===== config.mk =====
export PLATFORM = sky130hd
export DESIGN_NAME = slink_app_tx_arbiter
export DESIGN_NICKNAME = d
export VERILOG_FILES = /design/src/rtl/slink_app_tx_arbiter.sv
export SDC_FILE = /design/constraint.sdc
export NUM_CORES = 1
export LEC_CHECK = 0
export CORE_AREA = 2 2 117 119
export DETAILED_ROUTE_END_ITERATION = 7
export DIE_AREA = 0 0 119 121
export GPL_TIMING_DRIVEN = 1
export PLACE_DENSITY_LB_ADDON = 0.15
export REMOVE_ABC_BUFFERS = 1
export SETUP_SLACK_MARGIN = 0.05
export SLEW_MARGIN = 30
export SYNTH_ARGS = -nofsm -noshare
export SYNTH_HDL_FRONTEND = slang
export SYNTH_SLANG_ARGS = --single-unit

===== constraint.sdc =====
create_clock -name link_clk -period 3.4 [get_ports link_clk]
set_input_delay 0.51 -clock link_clk [delete_from_list [all_inputs] [get_ports link_clk]]
set_output_delay 0.51 -clock link_clk [all_outputs]
set_load 0.01 [all_outputs]

===== src/rtl/slink_app_tx_arbiter.sv =====
// Round-robin, packet-granular arbiter sharing one S-Link TX app port between NUM_CH sources.
// A grant is held from header through the last payload beat so packets are never interleaved.
module slink_app_tx_arbiter #(
  parameter int  NUM_CH         = 4,
  parameter int  APP_DATA_WIDTH = 32,
  localparam int CH_W           = (NUM_CH > 1) ? $clog2(NUM_CH) : 1
) (
  input  logic                             link_clk,
  input  logic                             link_reset,
  input  logic [NUM_CH-1:0]                ch_enable,
  input  logic [NUM_CH-1:0]                req_sop,
  input  logic [NUM_CH*8-1:0]              req_data_id,
  input  logic [NUM_CH*16-1:0]             req_word_count,
  input  logic [NUM_CH*APP_DATA_WIDTH-1:0] req_app_data,
  output logic [NUM_CH-1:0]                req_advance,
  output logic                             tx_sop,
  output logic [7:0]                       tx_data_id,
  output logic [15:0]                      tx_word_count,
  output logic [APP_DATA_WIDTH-1:0]        tx_app_data,
  input  logic                             tx_advance,
  output logic                             busy,
  output logic [CH_W-1:0]                  grant_ch,
  output logic [1:0]                       dbg_state
);

  // Handshake: the granted source holds sop/id/wc/data stable until it sees
  // req_advance; a beat is consumed in the cycle where tx_advance is high while
  // the arbiter is in HDR or DATA. tx_advance in IDLE has no effect.

  localparam logic [15:0] BPB          = 16'(APP_DATA_WIDTH / 8);
  localparam logic [7:0]  SHORT_ID_MAX = 8'h1F;

  typedef enum logic [1:0] {
    IDLE = 2'd0,
    HDR  = 2'd1,
    DATA = 2'd2
  } state_t;

  state_t                    state;
  logic [CH_W-1:0]           rr_ptr;
  logic [15:0]               remaining;
  logic [7:0]                hdr_id;
  logic [15:0]               hdr_wc;

  logic [NUM_CH-1:0]         eligible;
  logic                      pick_valid;
  logic [CH_W-1:0]           pick_ch;
  logic [CH_W-1:0]           pick_next;

  logic                      sel_sop;
  logic [7:0]                sel_id;
  logic [15:0]               sel_wc;
  logic [APP_DATA_WIDTH-1:0] sel_data;

  assign eligible = req_sop & ch_enable;

  // First eligible channel at or after rr_ptr, wrapping around.
  always_comb begin
    pick_valid = 1'b0;
    pick_ch    = '0;
    for (int i = 0; i < NUM_CH; i++) begin
      if (!pick_valid && eligible[(int'(rr_ptr) + i) % NUM_CH]) begin
        pick_valid = 1'b1;
        pick_ch    = CH_W'((int'(rr_ptr) + i) % NUM_CH);
      end
    end
  end

  assign pick_next = (pick_ch == CH_W'(NUM_CH - 1)) ? '0 : pick_ch + CH_W'(1);

  assign sel_sop  = req_sop[grant_ch];
  assign sel_id   = req_data_id[int'(grant_ch) * 8 +: 8];
  assign sel_wc   = req_word_count[int'(grant_ch) * 16 +: 16];
  assign sel_data = req_app_data[int'(grant_ch) * APP_DATA_WIDTH +: APP_DATA_WIDTH];

  always_ff @(posedge link_clk or posedge link_reset) begin
    if (link_reset) begin
      state     <= IDLE;
      rr_ptr    <= '0;
      grant_ch  <= '0;
      remaining <= '0;
      hdr_id    <= '0;
      hdr_wc    <= '0;
    end else begin
      case (state)
        IDLE: begin
          if (pick_valid) begin
            grant_ch <= pick_ch;
            rr_ptr   <= pick_next;
            state    <= HDR;
          end
        end
        HDR: begin
          if (tx_advance) begin
            hdr_id <= sel_id;
            hdr_wc <= sel_wc;
            // The header beat already carries the first BPB payload bytes.
            if (sel_id <= SHORT_ID_MAX || sel_wc <= BPB) begin
              remaining <= '0;
              state     <= IDLE;
            end else begin
              remaining <= sel_wc - BPB;
              state     <= DATA;
            end
          end
        end
        DATA: begin
          if (tx_advance) begin
            if (remaining <= BPB) begin
              remaining <= '0;
              state     <= IDLE;
            end else begin
              remaining <= remaining - BPB;
            end
          end
        end
        default: state <= IDLE;
      endcase
    end
  end

  always_comb begin
    req_advance   = '0;
    tx_sop        = 1'b0;
    tx_data_id    = '0;
    tx_word_count = '0;
    tx_app_data   = '0;
    case (state)
      HDR: begin
        tx_sop                = sel_sop;
        tx_data_id            = sel_id;
        tx_word_count         = sel_wc;
        tx_app_data           = sel_data;
        req_advance[grant_ch] = tx_advance;
      end
      DATA: begin
        tx_data_id            = hdr_id;
        tx_word_count         = hdr_wc;
        tx_app_data           = sel_data;
        req_advance[grant_ch] = tx_advance;
      end
      default: ;
    endcase
  end

  assign busy      = (state != IDLE);
  assign dbg_state = state;

endmodule

==> results of run 1 <==
final timing paths:
path                              from       endpoint  slack (ps)
setup / recovery           grant_ch[0]  tx_data_id[4]         250
hold / removal              hdr_wc[15]     hdr_wc[15]         490
setup reg to reg           grant_ch[0]  remaining[11]         410
hold reg to reg             hdr_wc[15]     hdr_wc[15]         490
max in group asynchronous   link_reset     hdr_wc[12]        1980
min in group asynchronous   link_reset      hdr_wc[6]         710
registers in the layout, indices dropped and copies added (netlist names):
register and cells:
rr_ptr 2, hdr_id 8, hdr_wc 16, grant_ch 2
remaining 16, dbg_state 2
layer usage:
| layer | share of wire, % | wire (microns) | global-route usage, % |
|---|---|---|---|
| met1 | 36 | 6580 | 28.8 |
| met2 | 55 | 9930 | 46.2 |
| met3 | 7.5 | 1370 | 6.67 |
| met4 | 1.6 | 289 | 4.46 |
| met5 | 0.039 | 7 | 0 |
report_power, final:
| part | internal [mW] | switching (mW) |
|---|---|---|
| Combinational | 2.39 | 1.97 |
| Sequential | 0.824 | 0.251 |
| Clock | 0.292 | 0.207 |
| Total | 3.51 | 2.43 |
area by class of cell:
class	instances	area share [%]
tap	176	2.79
inverter	15	0.713
clock buffer	7	1.81
clock inverter	1	0.0634
timing repair buffer	314	40.2
multi-input combinational	337	39.8
antenna	1	0.0317
sequential	46	14.6
stage by stage:
| stage | hold WS, ps | cells | cell area [sq um] |
|---|---|---|---|
| 2_1_floorplan | 450 | 398 | 4350 |
| 3_3_place_gp | 471 | 888 | 7740 |
| 3_5_place_dp | 477 | 888 | 7740 |
| 4_1_cts | 493 | 896 | 7890 |
| 5_1_grt | 515 | 896 | 7890 |
| 6_report | 486 | 897 | 7900 |
worst max-delay path, delay by kind of cell, from the launching register on:
kind | cells | cell delay [ps]
DFF | 1 | 600
buffers and inverters | 3 | 930
muxes | 1 | 560
AOI/OAI and AO/OA | 1 | 190
and+or+nand+nor | 1 | 60
cells by family after synthesis:
group / share of synthesized area (%)
buffers and inverters: 4.75
AOI/OAI and AO/OA: 13.4
and+or+nand+nor: 18.2
xor gates and xnor gates: 2.14
muxes: 34.0
DFF: 25.5
adders and majority gates: 1.94
Yosys cell counts, drive strengths merged, types with 3 or more instances:
cell / number
nand3: 7
inv: 15
nor2: 25
a22oi: 24
dfrtp: 46
a21oi: 18
xor2: 5
o211ai: 4
clkbuf: 17
buf: 16
o221ai: 6
nand2: 28
mux4: 57
xnor2: 6
mux2: 22
nor3b: 3
nor2b: 24
or4: 3
ha: 7
o21ai: 20
nor3: 9
a31oi: 3
or3: 5
and2: 35
==> flow_summary.toml, run 1 <==
[placed_design]
place_ws_ps = 220
place_hpwl_mm = 15.1
gp_routability_congestion = 0.877
io_buffers = 300

[worst_hold_path]
whs_path_depth = 2
hold_class = "reg2reg"

[global_route]
grt_pass1_vias = 4957
antenna_found_initial = 2
overflow = 0
grt_pass1_wl_mm = 27.6
grt_start_max_net_pins = 59
grt.total_usage_pct = 24.8

[cts]
cts_setup_buffers = 0
cts.repair.resized = 0
cts-root-buf = "clkbuf_16"
numClockSinks = 46
ctsHoldBuffers = 0
clkTransAtPathRegs_ps = 60
clk_path_buf_depth = 2
htree_levels = 2
cts_tree = "built"
clk_latency_ps = 280
numCtsBuffers = 5

[yosys]
synth-edff-count = 0
synth_top_area_share_pct = 28.5
async_flop_share_pct = 100
ys_types = 53
postSynthCellCount = 431
synth_area_leaders = "mux4_2 28%, dfrtp_1 26%, mux2_2 5.2%"
synth_top_flop_cell = "dfrtp_1"
synth_seq_area_share_pct = 25.5
yosysWarningCount = 0
syn_avg_cell_area_sq_um = 10.5
yosysTopAreaCell = "mux4_2"
synth_seq_cells = 46
synth.cell_area_sq_um = 4510

[floorplan]
die_height_microns = 121
die_x_microns = 119
coreArea_sq_um = 13100
start_util_pct = 34.4
row_count = 42
die_area_sq_um = 14400
io-pin-count = 301

[layout]
drive_above_1_share_pct = 15.1
nFillCells = 1106
ff_latch_area_sq_um = 1160
final_cell_mix = "300 x clkdlybuf4s50_1, 57 x mux4_2, 44 x dfrtp_1"
final_common_cell = "clkdlybuf4s50_1"
multi_input_area_sq_um = 3140
area_delta_synth_final_pct = 75.2
utilization_pct = 60.3
nets = 961

[route]
vias = 4792
drc = 0
avgViaCountPerCell = 5.34
avgRoutedWirePerCell_microns = 20.3
wirelength_mm = 18.2
drt_pass1_iterations = 5
drt_iter0_markers = 307
antenna_left = 0

[critical_path]
worst-setup-path-type = "reg2out"
max_stage_delay_ps = 600
worstPathMaxFanout = 20
cp_cell_sequence = "buf_12 -> buf_4 -> mux4_2 -> a22oi_1 -> nor2b_1 -> clkdlybuf4s50_1"
worst_path_max_delay_cell = "dfrtp_4"
crit_arrival_ps = 2640
required_ps = 2890
end_kind = "output port"
start_kind = "flip-flop"
rr_worst_depth = 7

[sta]
period_share_pct = 92.8
final-hold-violation-count = 0
fin_skew_ps = 5.77
worst_pin_slew_ps = 832
setup_viol = 0
setup-tns-final_ps = 0
drv_slew = 0
max_freq_mhz = 317
rsz0062_at_grt = "false"
worst_slack_ps = 245
slew_headroom_pct = 44.4
final.min_clock_period_ps = 3150

[run_status]
status = "finished, final reports clean"

[power_and_ir_drop]
ir_worst_vdd_mv = 0.350
p_leak_nw = 2.92
power.total_mw = 5.94
power.density_nw_per_um2 = 752

[run]
drv_cap = 0
(Power assumes the default switching activity.)
==> run 2, diff against run 1 <==
--- a/config.mk
+++ b/config.mk
@@ -5,14 +5,15 @@
 export SDC_FILE = /design/constraint.sdc
 export NUM_CORES = 1
 export LEC_CHECK = 0
+export CAP_MARGIN = 25
 export CORE_AREA = 2 2 117 119
+export CTS_CLUSTER_SIZE = 28
 export DETAILED_ROUTE_END_ITERATION = 7
 export DIE_AREA = 0 0 119 121
 export GPL_TIMING_DRIVEN = 1
 export PLACE_DENSITY_LB_ADDON = 0.15
 export REMOVE_ABC_BUFFERS = 1
 export SETUP_SLACK_MARGIN = 0.05
-export SLEW_MARGIN = 30
 export SYNTH_ARGS = -nofsm -noshare
 export SYNTH_HDL_FRONTEND = slang
 export SYNTH_SLANG_ARGS = --single-unit
==> results of run 2 <==
Final layout, timing and power as in run 1 (identical DEF).
